$ cat config.mk
export PLATFORM = sky130hd
export DESIGN_NAME = uart_rx_buffered_flat
export DESIGN_NICKNAME = d
export VERILOG_FILES = /design/src/rtl/uart_rx_buffered_pkg.sv /design/src/rtl/uart_rx_buffered_if.sv /design/src/rtl/sync_fifo.sv /design/src/rtl/uart_rx_buffered.sv /design/src/flat_wrapper.sv
export SDC_FILE = /design/constraint.sdc
export NUM_CORES = 1
export LEC_CHECK = 0
export CAP_MARGIN = 25
export CELL_PAD_IN_SITES_DETAIL_PLACEMENT = 0
export CELL_PAD_IN_SITES_GLOBAL_PLACEMENT = 1
export CORE_MARGIN = 1
export CORE_UTILIZATION = 40
export DETAILED_ROUTE_END_ITERATION = 7
export GPL_TIMING_DRIVEN = 0
export PLACE_DENSITY = 0.7
export SLEW_MARGIN = 15
export SYNTH_ARGS = -nofsm -noshare
export SYNTH_HDL_FRONTEND = slang
export SYNTH_SLANG_ARGS = --single-unit
$ cat constraint.sdc
create_clock -name clk -period 2.9 [get_ports clk]
set_clock_uncertainty 0.1 [all_clocks]
set_input_delay 0.29 -clock clk [delete_from_list [all_inputs] [get_ports clk]]
set_output_delay 0.29 -clock clk [all_outputs]
set_load 0.05 [all_outputs]
$ cat src/rtl/uart_rx_buffered_pkg.sv
// Shared 8N1 UART definitions: frame shape, receiver FSM states and baud helper.
package uart_rx_buffered_pkg;

  localparam int unsigned DataBits = 8;
  localparam int unsigned StopBits = 1;

  typedef enum logic [2:0] {
    StIdle,
    StStart,
    StData,
    StStop,
    StBreak
  } rx_state_e;

  // Clock cycles per bit; shared with the transmitter so both ends agree.
  function automatic int unsigned bit_ticks(input int unsigned clk_freq,
                                            input int unsigned baud_rate);
    return clk_freq / baud_rate;
  endfunction

endpackage

$ cat src/rtl/uart_rx_buffered_if.sv
// Byte stream handshake between the receiver FIFO and its consumer.
interface uart_rx_buffered_if;
  import uart_rx_buffered_pkg::*;

  logic [DataBits-1:0] data;
  logic                valid;
  logic                ready;

  modport master (output data, output valid, input ready);
  modport slave  (input data, input valid, output ready);

endinterface

$ cat src/rtl/sync_fifo.sv
// Synchronous first-word-fall-through FIFO; a push while full is taken only with a pop.
module sync_fifo #(
  parameter int unsigned WIDTH      = 8,
  parameter int unsigned DEPTH_LOG2 = 4
) (
  input  logic             clk,
  input  logic             rst,
  input  logic             push,
  input  logic [WIDTH-1:0] push_data,
  output logic             full,
  input  logic             pop,
  output logic [WIDTH-1:0] pop_data,
  output logic             empty
);

  localparam int unsigned Depth = 1 << DEPTH_LOG2;

  logic [WIDTH-1:0]      mem_q [Depth];
  logic [DEPTH_LOG2-1:0] wr_ptr_q;
  logic [DEPTH_LOG2-1:0] rd_ptr_q;
  logic [DEPTH_LOG2:0]   count_q;
  logic                  do_push;
  logic                  do_pop;

  // Status, handshake qualification and head-of-queue read.
  always_comb begin
    empty    = (count_q == '0);
    // count never exceeds Depth, so its MSB alone marks full
    full     = count_q[DEPTH_LOG2];
    do_pop   = pop && !empty;
    do_push  = push && (!full || do_pop);
    pop_data = empty ? '0 : mem_q[rd_ptr_q];
  end

  // Pointer and occupancy bookkeeping; pointers wrap naturally.
  always_ff @(posedge clk) begin
    if (rst) begin
      wr_ptr_q <= '0;
      rd_ptr_q <= '0;
      count_q  <= '0;
    end else begin
      if (do_push) wr_ptr_q <= wr_ptr_q + 1'b1;
      if (do_pop)  rd_ptr_q <= rd_ptr_q + 1'b1;
      if (do_push && !do_pop)      count_q <= count_q + 1'b1;
      else if (do_pop && !do_push) count_q <= count_q - 1'b1;
    end
  end

  // Storage array; contents need no reset since empty masks the output.
  always_ff @(posedge clk) begin
    if (do_push) mem_q[wr_ptr_q] <= push_data;
  end

endmodule

$ cat src/rtl/uart_rx_buffered.sv
// 8N1 UART receiver: input synchroniser, oversampling deframer FSM and byte FIFO.
module uart_rx_buffered
  import uart_rx_buffered_pkg::*;
#(
  parameter int unsigned CLK_FREQ        = 27_000_000,
  parameter int unsigned BAUD_RATE       = 115200,
  parameter int unsigned FIFO_DEPTH_LOG2 = 4
) (
  input  logic                 clk,
  input  logic                 rst,
  input  logic                 rx,
  input  logic                 clr_err,
  output logic                 overrun,
  output logic                 frame_err,
  uart_rx_buffered_if.master   bus
);

  localparam int unsigned BitTicks = bit_ticks(CLK_FREQ, BAUD_RATE);
  localparam int unsigned Half     = BitTicks / 2;
  localparam int unsigned CntW     = $clog2(BitTicks);
  localparam int unsigned IdxW     = $clog2(DataBits);

  localparam logic [CntW-1:0] BitLoad  = CntW'(BitTicks - 1);
  localparam logic [CntW-1:0] HalfLoad = CntW'(Half - 1);
  localparam logic [IdxW-1:0] LastIdx  = IdxW'(DataBits - 1);

  logic                sync1_q, sync2_q;
  rx_state_e           state_q, state_d;
  logic [CntW-1:0]     cnt_q, cnt_d;
  logic [IdxW-1:0]     idx_q, idx_d;
  logic [DataBits-1:0] shreg_q, shreg_d;
  logic                overrun_q, overrun_d;
  logic                frame_err_q, frame_err_d;
  logic                tick;
  logic                push;
  logic                ferr_set;
  logic                pop;
  logic                fifo_full;
  logic                fifo_empty;

  assign tick      = (cnt_q == '0);
  assign pop       = bus.valid && bus.ready;
  assign bus.valid = !fifo_empty;
  assign overrun   = overrun_q;
  assign frame_err = frame_err_q;

  // Deframer next-state: all sampling decisions are taken when the counter reads zero.
  always_comb begin
    state_d  = state_q;
    cnt_d    = tick ? cnt_q : cnt_q - 1'b1;
    idx_d    = idx_q;
    shreg_d  = shreg_q;
    push     = 1'b0;
    ferr_set = 1'b0;
    unique case (state_q)
      StIdle: begin
        if (!sync2_q) begin
          cnt_d   = HalfLoad;
          state_d = StStart;
        end
      end
      StStart: begin
        if (tick) begin
          if (!sync2_q) begin
            cnt_d   = BitLoad;
            idx_d   = '0;
            state_d = StData;
          end else begin
            state_d = StIdle;  // start bit did not hold: glitch
          end
        end
      end
      StData: begin
        if (tick) begin
          shreg_d[idx_q] = sync2_q;
          cnt_d          = BitLoad;
          if (idx_q == LastIdx) state_d = StStop;
          else                  idx_d   = idx_q + 1'b1;
        end
      end
      StStop: begin
        if (tick) begin
          if (sync2_q) begin
            push    = 1'b1;
            state_d = StIdle;
          end else begin
            ferr_set = 1'b1;
            state_d  = StBreak;
          end
        end
      end
      StBreak: begin
        // hold off until the line returns high so a break is not seen as a start
        if (sync2_q) state_d = StIdle;
      end
      default: state_d = StIdle;
    endcase
  end

  // Sticky error flags; a new event wins over a clear in the same cycle.
  always_comb begin
    overrun_d   = (push && fifo_full && !pop) || (overrun_q && !clr_err);
    frame_err_d = ferr_set || (frame_err_q && !clr_err);
  end

  // Synchroniser, FSM and flag registers.
  always_ff @(posedge clk) begin
    if (rst) begin
      sync1_q     <= 1'b1;
      sync2_q     <= 1'b1;
      state_q     <= StIdle;
      cnt_q       <= '0;
      idx_q       <= '0;
      shreg_q     <= '0;
      overrun_q   <= 1'b0;
      frame_err_q <= 1'b0;
    end else begin
      sync1_q     <= rx;
      sync2_q     <= sync1_q;
      state_q     <= state_d;
      cnt_q       <= cnt_d;
      idx_q       <= idx_d;
      shreg_q     <= shreg_d;
      overrun_q   <= overrun_d;
      frame_err_q <= frame_err_d;
    end
  end

  sync_fifo #(
    .WIDTH      (DataBits),
    .DEPTH_LOG2 (FIFO_DEPTH_LOG2)
  ) u_fifo (
    .clk       (clk),
    .rst       (rst),
    .push      (push),
    .push_data (shreg_d),
    .full      (fifo_full),
    .pop       (pop),
    .pop_data  (bus.data),
    .empty     (fifo_empty)
  );

endmodule
$ cat src/flat_wrapper.sv
// flat-port wrapper written by rule: the top's interface ports become plain ports
module uart_rx_buffered_flat import uart_rx_buffered_pkg::*;
#(
  parameter int unsigned CLK_FREQ        = 27_000_000,
  parameter int unsigned BAUD_RATE       = 115200,
  parameter int unsigned FIFO_DEPTH_LOG2 = 4
)
  (clk, rst, rx, clr_err, overrun, frame_err, bus_data, bus_valid, bus_ready);
  uart_rx_buffered_if bus_i ();
  input  logic clk;
  input  logic rst;
  input  logic rx;
  input  logic clr_err;
  output logic overrun;
  output logic frame_err;
  output wire logic [$bits(bus_i.data)-1:0] bus_data;
  output wire logic [$bits(bus_i.valid)-1:0] bus_valid;
  input wire logic [$bits(bus_i.ready)-1:0] bus_ready;
  assign bus_data = bus_i.data;
  assign bus_valid = bus_i.valid;
  assign bus_i.ready = bus_ready;
  uart_rx_buffered #(.CLK_FREQ(CLK_FREQ), .BAUD_RATE(BAUD_RATE), .FIFO_DEPTH_LOG2(FIFO_DEPTH_LOG2)) u_core (.clk(clk), .rst(rst), .rx(rx), .clr_err(clr_err), .overrun(overrun), .frame_err(frame_err), .bus(bus_i));
endmodule
* Yosys cells after proc, flatten, opt, wreduce, memory -nomap -nowiden
Memory sizes are Yosys's and may differ from the RTL's. A register that Yosys moved wholly into a read port is not among the register bits.
Cells that the tools add are included.
W data, S select, Z words.
** Cells by class
- $add $sub $neg :: 6
- Equal/unequal tests :: 13
- Magnitude comparators :: 2
- Muxes and demuxes :: 38
- Reductions and logical operators :: 26
** Operators with widths (number)
- $mux W8 :: 8
- $mux W3 :: 11
- $pmux W8 S3 :: 1
- $pmux W3 S5 :: 1
- $logic_and A1 B1 Y1 :: 10
- $mux W5 :: 2
- $ne A2 B1 Y1 const B :: 5
- $mux W1 :: 9
- $add A4 B1 Y4 const B :: 2
- $bwmux W8 :: 1
- $logic_not A8 Y1 :: 1
- $mux W4 :: 2
- $sub A8 B1 Y8 const B :: 1
- $eq A3 B2 Y1 const B :: 2
- $eq A3 B3 Y1 const B :: 2
- $logic_not A1 Y1 :: 6
- $ne A2 B2 Y1 const B :: 3
- $pmux W3 S2 :: 1
- $reduce_and A6 Y1 :: 1
- $add A5 B1 Y5 const B :: 1
- $logic_not A5 Y1 :: 1
- $reduce_and A5 Y1 :: 1
- $sub A5 B1 Y5 const B :: 1
- $lt A3 B4 Y1 const B :: 1
- 8 further kinds :: 11
** Word-level totals
- Word-level logic and storage cells :: 97
- Output and inout bits :: 11
- Input port bits :: 5
- Bits in writable memories :: 128
- Memories kept :: 1
- Bits in registers :: 39
** Memories
- u_core.u_fifo.mem_q :: words 16, bits a word 8, read ports 1, clocked after memory_dff 1, wr ports 1, RTL line sync_fifo.sv:18 : logic [WIDTH-1:0] mem_q [Depth];

* Depth between registers and ports, before layout
- Depth after elaboration :: 10
- Depth in mapped cells :: 15
- Depth with buffers taken out :: 13

* Modules after synthesis
A second synthesis with hierarchy kept.
** Second synthesis, totals
- Cell total of the unflattened synthesis :: 477
- Area total of the unflattened synthesis :: 7302.0 sq um
** By module, submodules not included
- sync_fifo :: sequential area each 4184.0 sq um, instances 1, area each 5884.4 sq um, cells an instance 317
- uart_rx_buffered :: sequential area each 520.5 sq um, instances 1, area each 1417.6 sq um, cells an instance 160

* Worst setup path after synthesis
OpenSTA, ideal clock, no wires.
- Kind :: reg-to-reg
- From :: register u_core.cnt_q[0]
- To :: register u_core.u_fifo.count_q[4]
- Path slack :: -0.100 ns
- Period minus slack after synthesis :: 3.000 ns
- Library setup time :: 0.121 ns
- Path buffers :: 2
- Data arrival time :: 2.779 ns
- Data required time :: 2.679 ns
- Stages on the path, launching flop included :: 16
- Cell sequence :: dfxtp_1 > inv_1 > ha_1 > nor3b_2 > and2_1 > buf_4 > inv_2 > buf_6 > nor2_1 > ha_1 > inv_1 > fa_1 > nand3_1 > a211oi_1 > a31oi_1 > mux2_2
** On the way
- Cells in the longest elaborated chain, start to end :: 7
- Elaborated cells on any way between the ends :: 9
- Classes of those cells :: mux: 3; reduce/logical: 6
** Ends and longest elaborated chain
- start: declaration :: RTL line uart_rx_buffered.sv:29 : logic [CntW-1:0] cnt_q, cnt_d;
- start signal: assignment :: RTL line uart_rx_buffered.sv:121 : cnt_q <= cnt_d;
- $logic_not A8 Y1 (*) :: RTL line uart_rx_buffered.sv:41 : assign tick = (cnt_q == '0);
- $mux W1 (*) :: RTL line uart_rx_buffered.sv:82 : if (tick) begin
- $mux W1 (*) :: RTL line uart_rx_buffered.sv:55 : unique case (state_q)
- $logic_and A1 B1 Y1 (*) :: RTL line sync_fifo.sv:31 : do_push = push && (!full || do_pop);
- net u_core.u_fifo.do_push :: RTL line sync_fifo.sv:22 : logic do_push;
- $logic_not A1 Y1 :: RTL line sync_fifo.sv:45 : else if (do_pop && !do_push) count_q <= count_q - 1'b1;
- $logic_and A1 B1 Y1 :: RTL line sync_fifo.sv:45
- $reduce_bool A2 Y1 (no source line)
- end signal: assignment :: RTL line sync_fifo.sv:44 : if (do_push && !do_pop) count_q <= count_q + 1'b1;
- end signal: assignment :: RTL line sync_fifo.sv:45
- end: declaration :: RTL line sync_fifo.sv:21 : logic [DEPTH_LOG2:0] count_q;
Mark *: on every way through the listed nets, which the timed path passes. The rest lies on a longest branch.
A chain may end at the register's enable or synchronous reset.

* Worst setup path after layout
Ends and elaborated chain as after synthesis.

==> run summary <==
The most critical setup path has its startpoint at u_core.cnt_q[0]. Entering global routing, the biggest net connects 18 pins. The buffer cell driving the clock tree root was clkbuf_16.

The worst path uses 96.2% of the clock period. Counting every instance in the synthesized netlist gives 478. The first global-routing pass estimated 23900 um of wire.

The total number of yosys warnings came out at 0. Cells fill 47.6% of the core in the end. The cell area that synthesis handed to floorplanning was 0.00732 mm2.

The run finished with clean final reports. The mean number of vias per cell was 5.49. The total instance count after detailed placement came out at 722. In this run the tightest slew margin relative to its limit is 50.6%. Category of the critical setup timing path: reg -> reg. In the final layout, the share of cells above drive strength 1 is 26.1%.

The worst-margin pin slew was 0.734 ns; the number of enable flip-flop cells after synthesis was 128. The top cell types in the final layout, fill and taps aside, are edfxtp_1, dfxtp_1, mux4_2. Compared with the post-synthesis result, the final layout area differs by 16.8%. The worst register-to-register path has a setup slack of 0.11 ns.

Synthesis inferred 171 register bits. The tools report the total clock buffers created by CTS as 17. The post-synthesis net count came out at 498. The final-report hold violation count was 0; the highest achievable clock rate was 358 MHz.

The worst hold path belongs to the class reg -> reg. Pin placement for this block handled 16 I/O pins. Summing over every cut layer, the via total after detailed routing is 4187.

The worst path in the final design needs a cycle of 2.79 ns, including I/O delays and setup. For the iteration count of the initial detailed-routing pass, the log shows 4. Clock net sink count: 171. For this design the static power due to leakage is 2.86 nW. In this run, the number of DRC markers left after iteration 0 of detailed routing was 269.

The floorplan row count is 49. The initial antenna violation count is 0, and the wire length reported by the detailed router is 15100 um. Maximum clock path buffer count: 2. Areal power density over the cells: 831 mW/mm2.

TritonCTS built the clock tree. 0 antenna diodes ended up in the layout. The number of endpoints failing setup at the final stage was 0; the unique cell type count in the Yosys netlist was 55. For the worst-skew pair, the clock arrives at the later sink with an insertion delay of 0.42 ns. The logs give 0 for the DRC violation count after routing and 0.0180 mm2 for the core box area.

Once the floorplan was initialized, standard cells occupied 40.8% of the core. Buffers placed on the I/O ports in this run total 15. Global routing finished with a remaining overflow of 0. Dividing the detail-routed wire length by the instance count gives 19.9 um. The arrival time of data at the critical path endpoint is 3.00 ns, and the post-DP HPWL is 9820 um. The tools report the element type at the critical path end as a register. The synthesized area per cell is 15.3 um2. The startpoint type of the worst setup path was a register. The global-route usage over all layers is 17.7%, and the depth of the worst register-to-register path is 15. Setup repair after global routing could not meet its margin everywhere.

The worst register-to-register path ends at u_core.u_fifo.count_q[4]. The most used flip-flop cell after synthesis is edfxtp_1. The most critical setup path has its endpoint at u_core.u_fifo.count_q[4]. After clock tree synthesis, the flow added hold-fix buffers numbering 0.

The tool flagged a number of max-cap violations equal to 0. The net count of the finished layout is 540. The height of the die is 137 um. Sequential cells were found to cover 64.3% of the synthesized design area. Clock-pin slew was measured on the worst setup and hold paths at 0.07 ns.

The final RePlAce weighted congestion came out at 0.862. The commonest non-fill, non-tap cell in the layout was edfxtp_1. The tools report the startpoint of the lowest-slack register-to-register path as u_core.cnt_q[0]. The H-tree was split into 4 levels. IR analysis of the VDD net gives a maximum drop of 0.000535 V. After the flow finishes, the layout carries non-filler instances totaling 762.

Data on the critical path is required at its endpoint by 3.11 ns. For this run, asynchronously set or reset flops after synthesis account for 0%. The floorplan step defined a die boundary enclosing 0.0188 mm2. In this run the worst path has a maximum fanout of 10.

Number of antenna-violating nets in the routed design: 0. From left edge to right edge, the die measures 137 um. Number of max-slew violations in the final report: 0.

Via count of the first global-routing pass: 4223.
==> how the worst min path moves through the flow <==
stage	slack [ns]	end	startpoint	depth (start not counted)
finish	0.31	u_core.sync2_q	u_core.sync1_q	1
global placement	0.29	u_core.sync2_q	u_core.sync1_q	1
CTS	0.30	u_core.sync1_q	rx	2
global route	0.31	u_core.sync1_q	rx	2
floorplan	0.29	u_core.sync2_q	u_core.sync1_q	1
detailed placement	0.29	u_core.sync2_q	u_core.sync1_q	1
==> worst max-delay path, cell delays in order, from the launching register on <==
cell and delay [ns]:
dfxtp_4 0.36, inv_4 0.07, ha_4 0.12, nor3b_4 0.20
and2_1 0.16, buf_6 0.10, inv_4 0.04, buf_12 0.14
nor2_4 0.14, ha_4 0.18, inv_6 0.05, fa_2 0.35
nand3_2 0.08, a211oi_1 0.06, a31oi_1 0.18, mux2_2 0.34
==> per-stage QoR <==
| stage | hold WS (ns) | power (mW) | setup slack [ns] | area (um2) | TNS, ns |
|---|---|---|---|---|---|
| finish | 0.307 | 7.11 | 0.110 | 8560 | 0 |
| floorplan | 0.289 | 4.19 | 0.00810 | 7350 | 0 |
| detailed placement | 0.292 | 4.62 | -0.568 | 7790 | -4.70 |
| global route | 0.314 | 7.44 | -0.00820 | 8560 | -0.00820 |
| global placement | 0.293 | 4.58 | -0.550 | 7790 | -4.10 |
| CTS | 0.301 | 7.01 | -0.0226 | 8470 | -0.0226 |
==> per-layer routing <==
layer	track usage (%)	wire, um	part of all wire [%]	vias up
li1	-	-	-	1961
met1	23.1	6890	46	2122
met2	29.2	7600	50	95
met3	4.75	530	3.5	9
met4	4.52	110	0.73	0
met5	0	0	0	-
==> flip-flops by register name, indices dropped and copies added, names as in the netlist, 3 cells and up, named ones only <==
register,cells
u_core.u_fifo.mem_q,128
u_core.cnt_q,8
u_core.shreg_q,8
u_core.u_fifo.count_q,5
u_core.u_fifo.rd_ptr_q,4
u_core.u_fifo.wr_ptr_q,4
u_core.idx_q,3
u_core.state_q,3
==> cells by family (layout without fill, tap and decap cells) <==
kind of cell | after synthesis | after routing | synth area share, %
flops | 171 | 171 | 64.3
simple gates | 123 | 123 | 10.7
compound gates | 61 | 61 | 5.57
mux | 54 | 54 | 13.0
buf+inv | 44 | 99 | 2.56
fa+ha+maj | 15 | 15 | 2.67
xor+xnor | 10 | 10 | 1.20
==> synthesized netlist by cell type (2+ instances only) <==
master	count	area (um2)
o211ai_1	4	30.0
edfxtp_1	128	3840
mux2_2	11	124
o21ai_0	5	25.0
and3_1	2	12.5
xnor2_1	3	26.3
inv_1	12	45.0
and4_1	5	43.8
a31oi_1	2	12.5
or3_1	2	12.5
mux4_2	32	721
nor4_2	2	25.0
a21oi_1	16	80.1
nor2b_1	18	113
nand2b_1	5	31.3
a211o_1	2	17.5
a22o_1	2	17.5
nand3_1	6	30.0
a211oi_1	17	128
nor3b_1	5	37.5
or4_1	3	22.5
nor2_1	21	78.8
o22ai_1	2	12.5
o31ai_1	4	30.0
dfxtp_1	43	861
buf_2	9	45.0
nand3b_1	2	15.0
nand2_1	5	18.8
or2_2	3	18.8
clkbuf_1	12	45.0
and3b_1	4	35.0
o32ai_1	2	17.5
nor3_1	6	30.0
xor2_1	7	61.3
nor4_1	4	25.0
mux2i_1	11	110
nor3b_2	2	25.0
nand4_1	9	56.3
ha_1	14	175
buf_1	8	30.0
nand4b_1	2	17.5
and2_1	13	81.3
==> final cells by class <==
cell class                 instances  area (um2)
buffer                            30         173
clock buffer                      20         467
clock inverter                    12         129
fill                            1552        9410
inverter                          13        61.3
multi-input combinational        263        2550
sequential                       171        4710
tap                              229         287
timing repair buffer              24         179
==> power breakdown <==
group | switching (mW) | internal (mW) | total, mW
Combinational | 1.12 | 0.872 | 2.00
Clock | 0.981 | 1.28 | 2.26
Sequential | 0.132 | 2.72 | 2.85
Total | 2.24 | 4.87 | 7.11
==> timing repair <==
item | 4_1_cts | 5_1_grt
pin swaps | 2 | 7
cloned | 0 | 0
buffers inserted | 4 | 5
endpoints found under the setup margin | 12 | 6
gates resized for setup | 75 | 17
Power figures use the tool's default switching activity.
==> RTL edit 1 (config.mk and constraints unchanged) <==
Take the reset off `shreg_q` and load it in a clocked block of its own.
--- a/src/rtl/uart_rx_buffered.sv
+++ b/src/rtl/uart_rx_buffered.sv
@@ -111,7 +111,6 @@
       state_q     <= StIdle;
       cnt_q       <= '0;
       idx_q       <= '0;
-      shreg_q     <= '0;
       overrun_q   <= 1'b0;
       frame_err_q <= 1'b0;
     end else begin
@@ -120,10 +119,13 @@
       state_q     <= state_d;
       cnt_q       <= cnt_d;
       idx_q       <= idx_d;
-      shreg_q     <= shreg_d;
       overrun_q   <= overrun_d;
       frame_err_q <= frame_err_d;
     end
+  end
+
+  always_ff @(posedge clk) begin
+    shreg_q <= shreg_d;
   end
 
   sync_fifo #(
Function: no difference found for any inputs over 10 cycles, from zero or initial values and one cycle with rst high; that may be too few to reach the edited logic, so the function may still have changed.
==> RTL edit 1 against the original RTL <==
  * Setup slack gained 0.017 ns
  * First-iteration DRC count grew 1.1%
  * Synthesized cell count shrank 4.8%
  * Critical endpoint unchanged
  * Sequential cell count is the same
  * Critical path depth shrank 3
  * Total power shrank 0.32%
  * Final area shrank 2.1%
  * Wire length shrank 6.5%
  * Highest routed layer unchanged
  * Synthesized area shrank 2.1%
==> RTL edit 1: results (changes against the original RTL) <==
- Register area: 4700 sq um (-0.19%)
- Status: finished, final reports clean
- Area of the multi-input gates: 2390 sq um (-6.1%)
- Worst EP arrival: 2.98 ns (-0.02 ns)
- Crit path max fanout: 6 (-4)
- Non-filler instance count after layout: 734 (-3.7%)
- Detailed Route Iter0 Violations: 272 (+1.1%)
- Seq/Total Area, Yosys: 65.6% (+1.4 points)
- Row count: 48 (-2.0%)
- First-pass GRT wire length: 22.4 mm (-6.2%)
- Routed WL: 14.2 mm (-6.5%)
- Gpl congestion: 0.790 (-8.3%)
- Cell variety after synth: 57 (+3.6%)
- Total GRT Usage: 16.6% (-1.1 points)
- DP Cell Count: 695 (-3.7%)
- Share of the synthesized area in the top cell type: 53.6% (+1.1 points)
- Num sequential: 171 (unchanged)
- Commonest cells post-synth: edfxtp_1, dfxtp_1, mux4_2
- Slowest CP cell: fa_2
- Post-Place Cell Area: 7600 sq um (-2.4%)
- Top cells by area, synth: edfxtp_1, dfxtp_1, mux4_2, ha_1, a211oi_1
- Pleak: 2.72 nW (-5.0%)
- Layout net count: 516 (-4.4%)
- Synth Area per Inst: 15.8 sq um (+2.8%)
- #MultiIn Comb: 245 (-6.8%)
- Worst slew margin: 47.4% (-3.2 points)
- Clk cell area share: 7.62% (+0.66 points)
- Fillers: 1512 (-2.6%)
- Number of global-route vias before repair: 4129 (-2.2%)
- Setup crit start: u_core.cnt_q[0]$_SDFF_PP0_
- Power Internal: 4.97 mW (+2.1%)
- Fraction of registers with async set/reset: 0% (unchanged)
- Syn_nets: 475 (-4.6%)
- Pin count of the biggest net entering global routing: 18 (unchanged)
- Signal buf overhead: 3.69% (-0.42 points)
- Placed wire-length estimate: 9.22 mm (-6.1%)
- VDD IR max: 554 uV (+3.5%)
## RTL edit 1: changes by cell type after synthesis, sizes merged, moves of 3 or more
cell	delta
nor3b	-3
nand4	-6
o211ai	-3
nand3	+4
buf	-5
and3b	-4
nor2b	-5
## RTL edit 1: what timing repair did
action	CTS	global route
hold buffers	0	0
buffers inserted	3	5
pin swaps	2	2
resized for setup	66	14
setup endpoints to repair	12	8
## RTL edit 1: logic make-up (layout without fill, tap and decap cells)
kind of cell	count (synthesis)	count (layout)	share of synthesized area (%)
buf+inv	39	93	2.27
simple gates	109	109	9.41
xor+xnor	8	8	0.978
fa+ha+maj	15	15	2.72
mux	54	54	13.3
flops	171	171	65.6
compound gates	59	59	5.67
## RTL edit 1: power by group through the flow
stage	Sequential [mW]	Combinational, mW	Clock, mW
floorplan	2.85	1.26	0
global placement	2.87	1.63	0
detailed placement	2.88	1.66	0
CTS	2.84	1.77	2.44
global route	2.86	2.02	2.54
finish	2.84	1.84	2.40
## RTL edit 1: per-stage QoR
| stage | setup slack, ns | power (mW) | hold slack (ns) | util (%) |
|---|---|---|---|---|
| after floorplan | 0.0748 | 4.12 | 0.289 | - |
| after global placement | -0.371 | 4.50 | 0.291 | 43.6 |
| after detailed placement | -0.426 | 4.54 | 0.293 | 43.6 |
| after CTS | 0.0213 | 7.04 | 0.309 | 47.6 |
| after global routing | -0.00414 | 7.41 | 0.338 | 48.1 |
| final | 0.127 | 7.08 | 0.308 | 48.1 |
## RTL edit 1: routing by layer
layer  part of all wire [%]  vias to the layer above  global-route usage, %  wire [um]
li1                       -                     1880                      -          -
met1                     46                     2005                   21.7       6560
met2                     49                       71                   27.7       6990
met3                    3.2                       16                   3.17        455
met4                   0.98                        0                   5.56        139
met5                      0                        -                      0          0
==> RTL edit 2 (same flow settings) <==
Without the edit above. `FIFO_DEPTH_LOG2` is set to 4 in 2 places; all go to 3.
--- a/src/rtl/uart_rx_buffered.sv
+++ b/src/rtl/uart_rx_buffered.sv
@@ -4,7 +4,7 @@
 #(
   parameter int unsigned CLK_FREQ        = 27_000_000,
   parameter int unsigned BAUD_RATE       = 115200,
-  parameter int unsigned FIFO_DEPTH_LOG2 = 4
+  parameter int unsigned FIFO_DEPTH_LOG2 = 3
 ) (
   input  logic                 clk,
   input  logic                 rst,
--- a/src/flat_wrapper.sv
+++ b/src/flat_wrapper.sv
@@ -3,7 +3,7 @@
 #(
   parameter int unsigned CLK_FREQ        = 27_000_000,
   parameter int unsigned BAUD_RATE       = 115200,
-  parameter int unsigned FIFO_DEPTH_LOG2 = 4
+  parameter int unsigned FIFO_DEPTH_LOG2 = 3
 )
   (clk, rst, rx, clr_err, overrun, frame_err, bus_data, bus_valid, bus_ready);
   uart_rx_buffered_if bus_i ();
Check against the original RTL: no difference found for any inputs over 10 cycles, from zero or initial values and one cycle with rst high; that may be too few to reach the edited logic, so the function may still have changed.
==> RTL edit 2 against the original RTL <==
  * Final area decreased by 38%
  * Global-route usage decreased by 1.3 points
  * Sequential cell count decreased by 68
  * Synthesized area decreased by 38%
  * Core utilization increased by 0.57 points
  * Setup slack improved by 0.033 ns
  * Combinational power increased by 5%
  * Count of clock-buffer cells in the layout decreased by 11
  * Worst hold slack improved by 0.011 ns
  * Wire length decreased by 42%
  * Cell count decreased by 33%
  * Sequential power decreased by 38%
  * Die area decreased by 37%
  * Total power decreased by 29%
==> RTL edit 2: results (changes against the original RTL) <==
- Commonest cells post-synth: edfxtp_1, dfxtp_1, nor2_1
- Fillers: 968 (-38%)
- Switch share: 39.1% (+7.7 points)
- Status: finished, final reports clean
- DR WL/cell: 17.0 um (-14%)
- Final setup viols: 0 (unchanged)
- Placed wire-length estimate: 5.97 mm (-39%)
- First-pass GRT wire length: 14.5 mm (-39%)
- Non-clk bufs: 41 (-24%)
- Slowest CP cell: dfxtp_2
- Seq/Total Area, Yosys: 59.2% (-5.1 points)
- VDD IR max: 666 uV (+25%)
- #MultiIn Comb: 201 (-24%)
- Pleak: 1.82 nW (-36%)
- Synth Register Bits: 103 (-40%)
- Syn_nets: 353 (-29%)
- Layout area overhead: 15.9%
- DR WL met2: 4.18 mm (-45%)
- Max reg flops: 64 (-50%)
- Seq pwr: 1.78 mW (-38%)
- H-tree depth: 3 (-1)
- Post-Place Cell Area: 4930 sq um (-37%)
- Metal3 WL: 174 um (-67%)
- Mapped Cells: 337 (-29%)
- Register area: 2700 sq um (-43%)
- Met2 usage: 26.4% (-2.8 points)
- Detailed Route Iter0 Violations: 134 (-50%)
- Worst EP arrival: 2.89 ns (-0.11 ns)
- Non-clk invs: 12 (-1)
- Post-Route M1 WL: 4.28 mm (-38%)
- Clk cell area share: 5.41% (-1.5 points)
- P_comb: 2.10 mW (+5%)
- CP max stage delay: 0.34 ns (-0.02 ns)
- Layout net count: 384 (-29%)
- Number of global-route vias before repair: 2779 (-34%)
- Gpl congestion: 0.785 (-8.9%)
- Actual slew at the worst max-slew pin: 0.869 ns (+0.135 ns)
- Row count: 38 (-22%)
- Worst slack at placement: -0.513 ns (+0.0549 ns)
- Fraction of area in multi-input gates: 34.1% (+4.4 points)
- EDFF count, synth: 64 (-50%)
- Grt met1 use: 22.5% (-0.62 points)
- Pin count of the biggest net entering global routing: 20 (+2)
- Layout cells sized above 1: 23.1% (-3.0 points)
- Routed WL: 8.72 mm (-42%)
- Top Registers: u_core.u_fifo.mem_q (64), u_core.cnt_q (8), u_core.shreg_q (8)
- Top cells by area, synth: edfxtp_1, dfxtp_1, mux4_2, ha_1, nor2_1
- Total GRT Usage: 16.4% (-1.3 points)
- Clk_lat worst skew: 0.34 ns (-0.08 ns)
- Vias per cell: 5.30 (-3.6%)
- Clock buffer count from CTS: 9 (-8)
- Post_cts resized: 16 (-79%)
- Crit path max fanout: 5 (-5)
- DP Cell Count: 493 (-32%)
- Signal buf overhead: 5.18% (+1.1 points)
- Root Buffer: clkbuf_16
- Seq pwr share: 35.3% (-4.8 points)
- Final Cycle Share: 95.1% (-1.1 points)
- Routing usage on met3: 2.93% (-1.8 points)
-- RTL edit 2: logic make-up (layout without fill, tap and decap cells) --
group,after synthesis,in the layout,share of synthesized area (%)
AO/OA/AOI/OAI,38,38,5.73
XOR/XNOR,8,8,1.53
adder cells (fa/ha/maj),11,11,3.18
buffers and inverters,33,69,3.07
flip-flops,103,103,59.2
multiplexers,36,36,12.6
AND/OR/NAND/NOR,108,108,14.7
-- RTL edit 2: final timing paths --
check	from	to	slack, ns	cells past startpoint
hold reg to reg	u_core.sync1_q$_SDFF_PP1_	u_core.sync2_q$_SDFF_PP1_	0.32	1
setup reg to reg	u_core.cnt_q[0]$_SDFF_PP0_	u_core.u_fifo.count_q[3]$_SDFFE_PP0P_	0.14	13
hold / removal	u_core.sync1_q$_SDFF_PP1_	u_core.sync2_q$_SDFF_PP1_	0.32	1
setup / recovery	u_core.cnt_q[0]$_SDFF_PP0_	u_core.u_fifo.count_q[3]$_SDFFE_PP0P_	0.14	13
